===== config.mk =====
export PLATFORM = sky130hd
export DESIGN_NAME = letc_core_csr_counters
export DESIGN_NICKNAME = d
export VERILOG_FILES = /design/src/rtl/letc_core_pkg.sv /design/src/rtl/letc_core_csr_counter.sv /design/src/rtl/letc_core_csr_counters.sv
export SDC_FILE = /design/constraint.sdc
export NUM_CORES = 1
export LEC_CHECK = 0
export BUFFER_PORTS_ARGS = -buffer_cell sky130_fd_sc_hd__buf_4
export CAP_MARGIN = 20
export CORE_MARGIN = 2
export CORE_UTILIZATION = 50
export DETAILED_ROUTE_END_ITERATION = 8
export GPL_TIMING_DRIVEN = 1
export PLACE_DENSITY = 0.69
export REMOVE_ABC_BUFFERS = 1
export SYNTH_ARGS = -nofsm -noshare
export SYNTH_HDL_FRONTEND = slang
export SYNTH_SLANG_ARGS = --single-unit

===== constraint.sdc =====
create_clock -name clk -period 8 [get_ports clk]
set_input_delay 0.4 -clock clk [delete_from_list [all_inputs] [get_ports clk]]
set_output_delay 0.4 -clock clk [all_outputs]
set_load 0.05 [all_outputs]

===== src/rtl/letc_core_pkg.sv =====
// rtl/letc_core_pkg.sv - CSR indices, mcountinhibit bit positions and counter types for the LETC core
package letc_core_pkg;

    typedef logic [11:0] csr_idx_t;
    typedef logic [63:0] cnt_t;

    localparam csr_idx_t CSR_IDX_MCOUNTINHIBIT = 12'h320;
    localparam csr_idx_t CSR_IDX_MCYCLE        = 12'hB00;
    localparam csr_idx_t CSR_IDX_MINSTRET      = 12'hB02;
    localparam csr_idx_t CSR_IDX_MHPMCOUNTER3  = 12'hB03;
    localparam csr_idx_t CSR_IDX_MCYCLEH       = 12'hB80;
    localparam csr_idx_t CSR_IDX_MINSTRETH     = 12'hB82;
    localparam csr_idx_t CSR_IDX_MHPMCOUNTER3H = 12'hB83;
    localparam csr_idx_t CSR_IDX_CYCLE         = 12'hC00;
    localparam csr_idx_t CSR_IDX_INSTRET       = 12'hC02;
    localparam csr_idx_t CSR_IDX_HPMCOUNTER3   = 12'hC03;
    localparam csr_idx_t CSR_IDX_CYCLEH        = 12'hC80;
    localparam csr_idx_t CSR_IDX_INSTRETH      = 12'hC82;
    localparam csr_idx_t CSR_IDX_HPMCOUNTER3H  = 12'hC83;

    localparam int MCOUNTINHIBIT_CY   = 0;
    localparam int MCOUNTINHIBIT_IR   = 2;
    localparam int MCOUNTINHIBIT_HPM3 = 3;

endpackage


===== src/rtl/letc_core_csr_counter.sv =====
// rtl/letc_core_csr_counter.sv - one CNT_WIDTH performance counter with split 32-bit half writes
module letc_core_csr_counter #(
    parameter int CNT_WIDTH = 64
) (
    input  logic                 clk,
    input  logic                 rst_n,
    input  logic                 inc,
    input  logic                 wen_lo,
    input  logic                 wen_hi,
    input  logic [31:0]          wdata,
    output logic [CNT_WIDTH-1:0] value
);

    logic [CNT_WIDTH-1:0] r_value;

    // A write to either half suppresses that cycle's increment; the other half is untouched.
    always_ff @(posedge clk or negedge rst_n) begin
        if (!rst_n) begin
            r_value <= '0;
        end else if (wen_lo) begin
            r_value[31:0] <= wdata;
        end else if (wen_hi) begin
            r_value[CNT_WIDTH-1:32] <= wdata[CNT_WIDTH-33:0];
        end else if (inc) begin
            r_value <= r_value + 1'b1;
        end
    end

    assign value = r_value;

endmodule


===== src/rtl/letc_core_csr_counters.sv =====
// rtl/letc_core_csr_counters.sv - mcycle/minstret/mcountinhibit CSRs and user aliases
// Optional mhpmcounter3/hpmcounter3 and mcountinhibit.HPM3 built in with LETC_CORE_HPMCOUNTER3_EN.
module letc_core_csr_counters
    import letc_core_pkg::*;
#(
    parameter int CNT_WIDTH = 64
) (
    input  logic        clk,
    input  logic        rst_n,
    input  logic        instr_retired,
    input  logic        hpm_event,
    input  logic        csr_explicit_ren,
    input  logic [11:0] csr_explicit_ridx,
    output logic [31:0] csr_explicit_rdata,
    output logic        csr_explicit_rhit,
    input  logic        csr_explicit_wen,
    input  logic [11:0] csr_explicit_widx,
    input  logic [31:0] csr_explicit_wdata
);

`ifdef LETC_CORE_HPMCOUNTER3_EN
    localparam logic [31:0] INHIBIT_MASK = 32'h0000_000D;
`else
    localparam logic [31:0] INHIBIT_MASK = 32'h0000_0005;
`endif

    logic [31:0]          r_mcountinhibit;
    logic [CNT_WIDTH-1:0] w_cycle;
    logic [CNT_WIDTH-1:0] w_instret;
    cnt_t                 w_cycle64;
    cnt_t                 w_instret64;

    logic w_wen_cyc_lo;
    logic w_wen_cyc_hi;
    logic w_wen_ir_lo;
    logic w_wen_ir_hi;
    logic w_wen_inh;

    // Aliases (Cxx) are read-only here; only the machine indices decode as writes.
    assign w_wen_cyc_lo = csr_explicit_wen && (csr_explicit_widx == CSR_IDX_MCYCLE);
    assign w_wen_cyc_hi = csr_explicit_wen && (csr_explicit_widx == CSR_IDX_MCYCLEH);
    assign w_wen_ir_lo  = csr_explicit_wen && (csr_explicit_widx == CSR_IDX_MINSTRET);
    assign w_wen_ir_hi  = csr_explicit_wen && (csr_explicit_widx == CSR_IDX_MINSTRETH);
    assign w_wen_inh    = csr_explicit_wen && (csr_explicit_widx == CSR_IDX_MCOUNTINHIBIT);

    always_ff @(posedge clk or negedge rst_n) begin
        if (!rst_n) begin
            r_mcountinhibit <= '0;
        end else if (w_wen_inh) begin
            r_mcountinhibit <= csr_explicit_wdata & INHIBIT_MASK;
        end
    end

    letc_core_csr_counter #(.CNT_WIDTH(CNT_WIDTH)) u_mcycle (
        .clk    (clk),
        .rst_n  (rst_n),
        .inc    (!r_mcountinhibit[MCOUNTINHIBIT_CY]),
        .wen_lo (w_wen_cyc_lo),
        .wen_hi (w_wen_cyc_hi),
        .wdata  (csr_explicit_wdata),
        .value  (w_cycle)
    );

    letc_core_csr_counter #(.CNT_WIDTH(CNT_WIDTH)) u_minstret (
        .clk    (clk),
        .rst_n  (rst_n),
        .inc    (instr_retired && !r_mcountinhibit[MCOUNTINHIBIT_IR]),
        .wen_lo (w_wen_ir_lo),
        .wen_hi (w_wen_ir_hi),
        .wdata  (csr_explicit_wdata),
        .value  (w_instret)
    );

    assign w_cycle64   = cnt_t'(w_cycle);
    assign w_instret64 = cnt_t'(w_instret);

`ifdef LETC_CORE_HPMCOUNTER3_EN
    logic [CNT_WIDTH-1:0] w_hpm3;
    cnt_t                 w_hpm3_64;

    letc_core_csr_counter #(.CNT_WIDTH(CNT_WIDTH)) u_mhpmcounter3 (
        .clk    (clk),
        .rst_n  (rst_n),
        .inc    (hpm_event && !r_mcountinhibit[MCOUNTINHIBIT_HPM3]),
        .wen_lo (csr_explicit_wen && (csr_explicit_widx == CSR_IDX_MHPMCOUNTER3)),
        .wen_hi (csr_explicit_wen && (csr_explicit_widx == CSR_IDX_MHPMCOUNTER3H)),
        .wdata  (csr_explicit_wdata),
        .value  (w_hpm3)
    );

    assign w_hpm3_64 = cnt_t'(w_hpm3);
`else
    logic w_unused_hpm_event;
    assign w_unused_hpm_event = hpm_event;
`endif

    always_comb begin
        csr_explicit_rdata = '0;
        csr_explicit_rhit  = 1'b0;
        if (csr_explicit_ren) begin
            csr_explicit_rhit = 1'b1;
            case (csr_explicit_ridx)
                CSR_IDX_MCYCLE,    CSR_IDX_CYCLE:    csr_explicit_rdata = w_cycle64[31:0];
                CSR_IDX_MCYCLEH,   CSR_IDX_CYCLEH:   csr_explicit_rdata = w_cycle64[63:32];
                CSR_IDX_MINSTRET,  CSR_IDX_INSTRET:  csr_explicit_rdata = w_instret64[31:0];
                CSR_IDX_MINSTRETH, CSR_IDX_INSTRETH: csr_explicit_rdata = w_instret64[63:32];
                CSR_IDX_MCOUNTINHIBIT:               csr_explicit_rdata = r_mcountinhibit;
`ifdef LETC_CORE_HPMCOUNTER3_EN
                CSR_IDX_MHPMCOUNTER3,  CSR_IDX_HPMCOUNTER3:  csr_explicit_rdata = w_hpm3_64[31:0];
                CSR_IDX_MHPMCOUNTER3H, CSR_IDX_HPMCOUNTER3H: csr_explicit_rdata = w_hpm3_64[63:32];
`endif
                default: csr_explicit_rhit = 1'b0;
            endcase
        end
    end

endmodule


Word-level counts from Yosys, hierarchy flattened
Index checks and enable logic that the tools add are counted.

cells by class
  add/sub/neg operators = 2
  equal/unequal tests = 18
  multiplexer cells = 12
  bitwise gates (word level) = 2
  reduce and logical (&&, ||, !) cells = 18

operators with widths
  kind                                             number
  two-way mux 32 bit                               7
  case mux 32 bit (5 select lines)                 1
  == test 12 bit, second input constant            12
  adder 64 x 1 -> 64 bit, second input constant    2
  two-way mux 64 bit                               2
  == test 12 x 10 -> 1 bit, second input constant  2
  OR reduction 9 bit                               1
  != test 2 x 1 -> 1 bit, second input constant    4
  AND reduction 2 bit                              4
  OR reduction 2 bit                               4
  logical AND 1 bit                                6
  nonzero test 2 bit                               2
  two-way mux 1 bit                                2
  NOT 1 bit                                        2
  logical NOT 1 bit                                1

storage, ports and cells
  bits in registers = 130
  input bits = 62
  output and inout port bits = 33
  logic and storage cells = 57

Logic depth before layout (Yosys ltp)
Gate-level depths: netlist of run 1.

  word-level depth = 5
  gate-level depth with buffers = 8
  depth with buffers taken out = 7

Cells and area by module
A second synthesis of run 1 with hierarchy kept.

second synthesis, totals
  cell total of the unflattened synthesis = 1151
  area total of the unflattened synthesis = 9893.2 um2

by module, submodules not included
  module                               times used  cells an instance  area each (um2)
  letc_core_csr_counter at u_minstret  1           523                4351.7
  letc_core_csr_counter at u_mcycle    1           518                4242.8
  letc_core_csr_counters               1           110                1298.7

Worst setup path before layout of run 1
OpenSTA, ideal clock, no wires.

  path kind = input -> output
  start = input csr_explicit_ridx[0]
  end = output csr_explicit_rdata[10]
  data arrival time = 2.529 ns
  data required time = 7.600 ns
  path slack = 5.071 ns
  cell stages on the path = 6
  buffers on the path = 1
  cell sequence = or3_1 -> or4_1 -> nor3_1 -> o21ai_1 -> clkbuf_1 -> nor2_1

on the way
  longest elaborated chain between the ends = 4
  elaborated cells between the ends (all ways) = 15

ends and longest elaborated chain
  element                               RTL line                       RTL
  from (decl)                           letc_core_csr_counters.sv:13   input logic [11:0] csr_explicit_ridx,
  == test 12 bit                        letc_core_csr_counters.sv:102  case (csr_explicit_ridx)
  OR reduction 2 bit                    letc_core_csr_counters.sv:102
  case mux 32 bit (5 select lines) (*)  letc_core_csr_counters.sv:102
  two-way mux 32 bit (*)                letc_core_csr_counters.sv:100  if (csr_explicit_ren) begin
  to (decl)                             letc_core_csr_counters.sv:14   output logic [31:0] csr_explicit_rdata,

Every way passes the cells marked *; elsewhere a longest branch is shown, timed or not.

Final worst setup path of run 1
  start = register u_mcycle.r_value[7] (netlist: u_mcycle.value[7])
  end = register u_mcycle.r_value[61] (netlist: u_mcycle.value[61])

on the way
  longest elaborated chain between the ends = 3

ends and longest elaborated chain
  element                            RTL line                     RTL
  from (decl)                        letc_core_csr_counter.sv:14  logic [CNT_WIDTH-1:0] r_value;
  from (signal assigned)             letc_core_csr_counter.sv:21  r_value[31:0] <= wdata;
  from (signal, indexed assignment)  letc_core_csr_counter.sv:23  r_value[CNT_WIDTH-1:32] <= wdata[CNT_WIDTH-33:0];
  from (signal assigned)             letc_core_csr_counter.sv:25  r_value <= r_value + 1'b1;
  adder 64 x 1 -> 64 bit             letc_core_csr_counter.sv:25
  two-way mux 64 bit                 letc_core_csr_counter.sv:24  end else if (inc) begin
  two-way mux 32 bit                 letc_core_csr_counter.sv:22  end else if (wen_hi) begin

Every way passes these cells. The select of a mux whose other input is x is not followed.
A chain may end at the register's enable or synchronous reset.

==> summary.txt, run 1 <==
Run status
  • Status: finished, final reports clean

Timing
  • Max frequency: 309.1 MHz
  • Slew Limit Fails: 0
  • Setup_tns: 0 ns
  • Clk_skew: 0.01043 ns
  • Fin crit period: 3.235 ns
  • Tcrit/Tclk final: about two fifths
  • Hold Slack: 0.2350 ns
  • Final Hold Vio Count: 0
  • RSZ-0062 raised after global routing: no
  • Worst-margin pin slew: 1.117 ns
  • Slew Limit Headroom: around a quarter
  • Final setup vio count: 0

Final layout
  • Diode count: 0
  • Most common cell after layout, fill and taps aside: nand2_1
  • Area Overhead vs Synth: 15.81%
  • Layout cells sized above 1: 13.66%
  • Commonest non-fill, non-tap cells in the layout: 150 x nand2_1, 130 x dfrtp_1, 103 x buf_4, 83 x nand3_1, 77 x nor2_1
  • Final instance area: 10630 sq um
  • Nets@finish: 1237

Power and ir drop
  • Static Leak: 4.135 nW
  • Worst VDD drop: 0.0001809 V
  • Tot Pwr: 0.001843 W
  • Sequential share of power: 43.6%
  • Pwr/cell area: between 150 and 200 nW/um^2
  • Comb pwr share: 13.7%
  • Clock group share of total power: 42.6%
  • Sw Ratio: 29.13%
  • P_int: 0.001306 W
  • P_sw: 0.0005368 W

Floorplanning
  • Die ar.: 19460 sq um
  • Starting utilization of the core area: approximately 51%
  • Die extent in x: around 140 um
  • Total I/O pin count: 95
  • Core area: 17960 sq um
  • Die Ht: 139.5 um
  • Site row count: 49

Min path
  • Worst hold path class: in -> reg
  • Hold Path Depth: 3

Setup path
  • Reg2Reg Setup Slack: 4.77 ns
  • Worst EP arrival: 3.58 ns
  • Slowest cell on the critical path: nor4_1
  • Crit. End Element: register
  • Reg2reg end: u_mcycle.value[61]
  • CP Cell Sequence: nand4_2, or4_1, nor4_1, nand4_1, or4_1, nand3_1
  • Worst-case reg-to-reg path depth: 6
  • Crit path launch type: register
  • CP dominant cell by count: or4_1
  • Worst path required time: 8.35 ns
  • Worst Path Max Fanout: 6
  • Reg-to-Reg Start: u_mcycle.value[7]
  • CP startpoint: u_mcycle.value[7]
  • Max incr delay on CP: 0.74 ns
  • Crit path capture: u_mcycle.value[61]
  • Crit path kind: reg -> reg

Routing
  • Met3 wire len: 2.614 mm
  • Final WL: 31.06 mm
  • Wire length on met1: approximately 13 mm
  • DRC: 0
  • Metal2 WL: 14.41 mm
  • Via Count: between 9000 and 10000
  • Vias/cell: 6.472
  • Per-cell routed wire length: roughly 22 um
  • DRT iter0 DRCs: 1038
  • Length of the first detailed-routing pass in iterations: 7
  • Post-DRT Antenna Nets: 0
  • Uppermost layer routed: met4

Synthesis
  • Ys async rst share: 100.0%
  • Netlist Area Pre-Place: just over 9000 sq um
  • Post-Syn Instances: 1120
  • Number of synthesized flops with an enable pin: 0
  • Synthesized area per cell: ~8.2 sq um
  • Register area share after synthesis: 35.43%
  • Yosys warns: 0
  • Top cell type's share of synthesized area: 35.43%
  • Top_reg_cell synth: dfrtp_1
  • Synth unique cells: a little over 60
  • Area contributors post-synth: dfrtp_1 35%, mux2i_1 7.6%, nand2_1 6.1%, xnor2_1 4.9%, nand3_1 4.5%
  • FF+latch count, synth: 130
  • Synth area leader: dfrtp_1

CTS
  • H-tree Lvls: 4
  • Clk slew on worst S/H paths: 0.06 ns
  • Clock Latency Late Sink: about 0.42 ns
  • CTS sink cnt: between 100 and 150
  • Clock buffer depth: 2
  • Clock Tree Root: clkbuf_16
  • CTS tree: done
  • Resize count post-CTS: 0
  • CTS buffer count: 17

Place
  • IO buf count: 93
  • Post-Place Cell Area: 10010 sq um
  • DP Wirelength: 22.26 mm
  • RePlAce Congestion: between 0.9 and 1

Global routing
  • Pin count of the biggest net entering global routing: 67
  • Antenna violations before repair: 0
  • First-pass GRT wire length: slightly below 50 mm
  • Vias in the first global route: 8367
  • Grt total ovfl: 0
  • GRT Total Usage: 32.25%

Run
  • Max_cap viols: 0
[state kept, by name (all words and copies together), names as in the netlist]
| signal | cells |
|---|---|
| u_mcycle.value | 64 |
| r_mcountinhibit | 2 |
| u_minstret.value | 64 |
[per-stage QoR]
step | setup WS, ns | utilization, % | cells
3_3_place_gp | 4.668 | 55.70 | 1380
4_1_cts | 4.637 | 59.00 | 1413
2_1_floorplan | 3.504 | - | 1048
5_1_grt | 4.585 | 59.20 | 1415
3_5_place_dp | 4.631 | 55.70 | 1380
6_report | 4.765 | 59.20 | 1415
[Yosys cell counts, types with 2 or more instances]
| master | number |
|---|---|
| a211o_1 | 2 |
| a21o_1 | 2 |
| a21oi_1 | 34 |
| a221o_1 | 4 |
| a22oi_1 | 13 |
| a41o_1 | 2 |
| and2_1 | 7 |
| and3_1 | 23 |
| and4_1 | 13 |
| and4b_1 | 2 |
| buf_1 | 7 |
| buf_2 | 2 |
| clkbuf_1 | 62 |
| dfrtp_1 | 130 |
| ha_1 | 2 |
| inv_1 | 17 |
| mux2_2 | 2 |
| mux2i_1 | 70 |
| nand2_1 | 150 |
| nand2b_1 | 7 |
| nand3_1 | 83 |
| nand3b_1 | 2 |
| nand4_1 | 42 |
| nand4_2 | 2 |
| nand4b_1 | 2 |
| nor2_1 | 78 |
| nor2b_1 | 2 |
| nor3_1 | 45 |
| nor3b_1 | 5 |
| nor4_1 | 24 |
| o211ai_1 | 28 |
| o21ai_0 | 70 |
| o21ai_1 | 2 |
| o221a_2 | 2 |
| o22a_1 | 30 |
| o22ai_1 | 2 |
| o311ai_0 | 9 |
| o31ai_1 | 3 |
| o32ai_1 | 2 |
| or2_2 | 7 |
| or3_1 | 20 |
| or4_1 | 14 |
| or4_4 | 3 |
| xnor2_1 | 51 |
| xor2_1 | 24 |
[layout make-up]
type / instances / area, sq um
clock buffers: 23 / 478.0
well taps: 229 / 286.5
inverters: 17 / 63.81
multi-input cells: 901 / 5625
flip-flops and latches: 130 / 3253
clock inverters: 9 / 105.1
repair buffers: 106 / 822.0
fillers: 1673 / 7330
[critical path, delay by kind of cell, from the launching register on]
| family | cells | cell delay (ns) |
|---|---|---|
| AND/OR/NAND/NOR | 6 | 2.67 |
| flip-flops | 1 | 0.50 |
[cell families (layout without fill, tap and decap cells)]
| family | count (synthesis) | count (layout) | synth area share, % |
|---|---|---|---|
| compound gates | 215 | 215 | 15.62 |
| buf+inv | 89 | 155 | 3.747 |
| simple gates | 537 | 537 | 29.91 |
| mux | 72 | 72 | 7.876 |
| fa+ha+maj | 2 | 2 | 0.2725 |
| flops | 130 | 130 | 35.43 |
| xor+xnor | 75 | 75 | 7.154 |
[power by group through the flow]
stage	clock network (W)	logic (W)	registers [W]
3_3_place_gp	0	0.000242	0.000810
3_5_place_dp	0	0.000246	0.000811
5_1_grt	0.000819	0.000276	0.000813
6_report	0.000786	0.000253	0.000804
2_1_floorplan	0	0.000139	0.000790
4_1_cts	0.000787	0.000248	0.000801
[worst min path at each step]
stage / startpoint / to / slack [ns]
after floorplan: rst_n / r_mcountinhibit[0] / 0.10
after global placement: rst_n / u_minstret.value[7] / 0.44
after detailed placement: rst_n / u_minstret.value[7] / 0.44
after CTS: csr_explicit_wdata[22] / u_mcycle.value[22] / 0.23
after global routing: csr_explicit_wdata[29] / u_minstret.value[61] / 0.24
final: csr_explicit_wdata[22] / u_mcycle.value[22] / 0.23
[repair_timing]
action                    CTS  global route
buffers inserted            0             0
hold buffers                1             0
hold endpoints to repair   13             0
[metal layers]
| metal | vias up | track usage (%) |
|---|---|---|
| met4 | 0 | 8.293 |
| met2 | 444 | 50.41 |
| li1 | 4248 | - |
| met1 | 4416 | 45.08 |
| met3 | 50 | 7.915 |
| met5 | - | 0 |
Note: power is estimated with default switching activity, not from simulation.
==> run 2, diff against run 1 <==
--- a/config.mk
+++ b/config.mk
@@ -5,13 +5,14 @@
 export SDC_FILE = /design/constraint.sdc
 export NUM_CORES = 1
 export LEC_CHECK = 0
+export ABC_AREA = 1
 export BUFFER_PORTS_ARGS = -buffer_cell sky130_fd_sc_hd__buf_4
 export CAP_MARGIN = 20
 export CORE_MARGIN = 2
 export CORE_UTILIZATION = 50
 export DETAILED_ROUTE_END_ITERATION = 8
 export GPL_TIMING_DRIVEN = 1
-export PLACE_DENSITY = 0.69
+export PLACE_DENSITY = 0.71
 export REMOVE_ABC_BUFFERS = 1
 export SYNTH_ARGS = -nofsm -noshare
 export SYNTH_HDL_FRONTEND = slang
==> constraint.sdc (replaced) <==
create_clock -name clk -period 2.9 [get_ports clk]
set_input_delay 0.145 -clock clk [delete_from_list [all_inputs] [get_ports clk]]
set_output_delay 0.145 -clock clk [all_outputs]
set_load 0.05 [all_outputs]
==> run 2 against run 1 <==
- via count grew 43%
- critical path depth increased by 3
- area after synthesis increased by 21%
- register-to-register slack worse by 4.1 ns
- core utilization is 0.70 points lower
- power rose to 3.3 times the previous value
- maximum frequency up 47%
- combinational power grew to 5.3 times the previous value
- clock power grew to 2.9 times the previous value
- critical path type unchanged
- critical endpoint is now u_mcycle.value[59]
==> summary.txt, run 2 <==
Run status
  • Status: finished, final reports clean

Synthesis
  • Yosys warns: 0 (unchanged)
  • Count leader, synth: nand2_1
  • Number of synthesized flops with an enable pin: 0 (unchanged)
  • Register area share after synthesis: 29.24% (-6.2 points)
  • Top cell type's share of synthesized area: 29.24% (-6.2 points)
  • FF+latch count, synth: 130 (unchanged)
  • Area contributors post-synth: dfrtp_1 29%, nand2_1 23%, nor2_1 13%, inv_1 6.2%, nand3_1 5.4%
  • Post-Syn Instances: 1894 (+69%)
  • Ys async rst share: 100.0% (unchanged)
  • Synth cell count leaders: 689 x nand2_1, 386 x nor2_1, 185 x inv_1
  • Synthesized area per cell: 5.874 sq um (-28%)
  • Synth area leader: dfrtp_1
  • Netlist Area Pre-Place: 11130 sq um (+21%)
  • Top_reg_cell synth: dfrtp_1
  • Synth unique cells: 32 (-48%)

Global routing
  • Pin count of the biggest net entering global routing: 65 (-3.0%)
  • GRT Total Usage: 38.78% (+6.5 points)
  • Antenna violations before repair: 1 (+1)
  • First-pass GRT wire length: 69.48 mm (+42%)
  • Grt total ovfl: 0 (unchanged)
  • Vias in the first global route: 12100 (+45%)

Power and ir drop
  • Sequential share of power: 39.5% (-4.1 points)
  • Pwr/cell area: 473.4 nW/um^2 (+170%)
  • Clock group share of total power: 38.1% (-4.5 points)
  • Sw Ratio: 35.95% (+6.8 points)
  • P_sw: 0.002172 W (+300%)
  • Worst VDD drop: 0.0003502 V (+94%)
  • P_int: 0.003871 W (+200%)
  • Tot Pwr: 0.006044 W (+230%)
  • Static Leak: 6.102 nW (+48%)
  • Comb pwr share: 22.4% (+8.7 points)

Routing
  • Post-DRT Antenna Nets: 0 (unchanged)
  • Vias/cell: 5.747 (-11%)
  • Per-cell routed wire length: 19.91 um (-9.3%)
  • Via Count: 13062 (+43%)
  • DRT iter0 DRCs: 1575 (+52%)
  • Length of the first detailed-routing pass in iterations: 5 (-2)
  • DRC: 0 (unchanged)
  • Final WL: 45.25 mm (+46%)

Setup path
  • Crit. End Element: register
  • Max incr delay on CP: 0.45 ns (-0.29 ns)
  • Number of buffers and inverters on the critical path: 0 (unchanged)
  • Crit path kind: reg -> reg
  • Worst Path Max Fanout: 5 (-1)
  • Worst-case reg-to-reg path depth: 9 (+3)
  • Crit path launch type: register
  • Reg2reg end: u_mcycle.value[59]
  • CP Cell Sequence: nand2_1, nor2_1, nand2_1, nor2_1, nand2_1, o21ai_0, nand3_1, nand2_1, nand2_1
  • Worst EP arrival: 2.53 ns (-1.05 ns)
  • Reg2Reg Setup Slack: 0.70 ns (-4.06 ns)
  • Delay-heaviest family, CP: simple AND/OR/NAND/NOR gates
  • Reg-to-Reg Start: u_mcycle.value[29]
  • Slowest cell on the critical path: nor2_1
  • CP dominant cell by count: nand2_1
  • Worst path required time: 3.23 ns (-5.12 ns)

CTS
  • Clock Latency Late Sink: 0.44 ns (+0.02 ns)
  • CTS tree: done
  • H-tree Lvls: 4 (unchanged)
  • CTS buffer count: 17 (unchanged)
  • CTS sink cnt: 130 (unchanged)
  • Clock Tree Root: clkbuf_16
  • Clock buffer depth: 2 (unchanged)
  • Clk slew on worst S/H paths: 0.07 ns (about the same)

Final layout
  • Sequential Area: 3253 sq um (unchanged)
  • Commonest non-fill, non-tap cells in the layout: 689 x nand2_1, 386 x nor2_1, 185 x inv_1, 130 x dfrtp_1, 121 x nand3_1
  • Area of the multi-input gates: 6899 sq um (+23%)
  • Fill count: 2229 (+33%)
  • Layout cells sized above 1: 10.19% (-3.5 points)
  • Diode count: 0 (unchanged)
  • Nets@finish: 2044 (+65%)
  • Area Overhead vs Synth: 14.75%
  • Most common cell after layout, fill and taps aside: nand2_1

Floorplanning
  • Die ar.: 23460 sq um (+21%)
  • Core area: 21820 sq um (+21%)
  • Die Ht: 153.2 um (+9.8%)
  • Starting utilization of the core area: 50.98% (-0.14 points)
  • Total I/O pin count: 95 (unchanged)
  • Die extent in x: 153.2 um (+9.8%)
  • Site row count: 54 (+10%)

Min path
  • Hold path start: csr_explicit_wdata[29]
  • Hold Path Depth: 3 (unchanged)
  • Worst Hold End: u_minstret.value[29]
  • Worst hold path class: in -> reg

Timing
  • Slew Limit Fails: 0 (unchanged)
  • Max frequency: 454.8 MHz (+47%)
  • Tcrit/Tclk final: 75.82% (+35 points)
  • Setup_tns: 0 ns (unchanged)
  • Worst-margin pin slew: 0.8756 ns (-0.2416 ns)
  • Fin crit period: 2.199 ns (-1.036 ns)
  • Clk_skew: 0.01571 ns (+0.005285 ns)
  • Final setup vio count: 0 (unchanged)
  • Final Hold Vio Count: 0 (unchanged)
  • RSZ-0062 raised after global routing: no
  • Slew Limit Headroom: 41.49% (+18 points)

Place
  • DP Wirelength: 35.13 mm (+58%)
  • IO buf count: 93 (unchanged)
  • RePlAce Congestion: 0.9952 (+2.8%)

Run
  • Max_cap viols: 0 (unchanged)
run 2: changes by cell type in the layout (fill, tap and decap cells not counted), sizes merged, moves of 24 or more:
cell,before,now
nor3,45,2
nor4,25,1
nor2,78,411
xor2,24,49
nand2,150,708
nand3,83,125
o22a,30,0
inv,17,193
xnor2,51,4
mux2i,70,0
o22ai,2,46
run 2: cell type report:
| type | count | area share (%) |
|---|---|---|
| Multi-Input combinational cell | 1518 | 54.04 |
| Sequential cell | 130 | 25.48 |
| Timing Repair Buffer | 120 | 7.399 |
| Inverter | 193 | 5.674 |
| Clock buffer | 19 | 3.391 |
| Tap cell | 280 | 2.744 |
| Clock inverter | 13 | 1.274 |
run 2: timing repair:
item	4_1_cts	5_1_grt
buffers inserted	0	0
hold endpoints to repair	55	0
hold buffers	6	0
resized for setup	0	0
run 2: how the worst max path moves through the flow:
stage,startpoint,end,slack [ns],cells after the start
floorplan,csr_explicit_ridx[5],csr_explicit_rdata[0],0.39,7
global placement,csr_explicit_widx[9],u_mcycle.value[31],0.81,11
detailed placement,csr_explicit_widx[9],u_mcycle.value[29],0.79,11
CTS,u_mcycle.value[29],u_mcycle.value[59],0.84,9
global route,u_mcycle.value[29],u_mcycle.value[59],0.59,9
finish,u_mcycle.value[29],u_mcycle.value[59],0.70,9
run 2: cell families (layout without fill, tap and decap cells):
logic type	after synthesis	after routing	synth area share [%]
buffers and inverters	246	345	8.749
xor gates and xnor gates	53	53	4.172
DFF	130	130	29.24
AOI/OAI and AO/OA	185	185	10.40
adders and majority gates	2	2	0.2249
and+or+nand+nor	1278	1278	47.21
run 2: metal layers:
metal	up-vias	GRT usage, %	wire length [um]
met1	6038	54.55	18930
li1	6179	-	-
met3	120	8.648	4982
met5	-	0	9
met4	2	18.52	2271
met2	723	56.44	19060
run 2: worst min-delay path: stages:
cell,delay (ns)
buf_4,0.12
nand2_1,0.06
nand3_1,0.07
run 2: stage by stage:
step | setup WS, ns | util (%) | instances | instance area [sq um] | hold slack [ns]
2_1_floorplan | 0.3883 | - | 1841 | 10880 | -0.1506
3_3_place_gp | 0.8144 | 55.50 | 2235 | 12110 | 0.1548
3_5_place_dp | 0.7947 | 55.50 | 2235 | 12110 | 0.1526
4_1_cts | 0.8379 | 58.50 | 2273 | 12770 | 0.004862
5_1_grt | 0.5934 | 58.50 | 2273 | 12770 | 0.007793
6_report | 0.7012 | 58.50 | 2273 | 12770 | 0.001655
run 2: power groups by stage:
stage | clock (W) | combinational (W) | sequential (W)
3_5_place_dp | 0 | 0.00132 | 0.00240
5_1_grt | 0.00237 | 0.00152 | 0.00242
3_3_place_gp | 0 | 0.00129 | 0.00240
4_1_cts | 0.00230 | 0.00133 | 0.00237
6_report | 0.00230 | 0.00135 | 0.00239
2_1_floorplan | 0 | 0.000906 | 0.00229
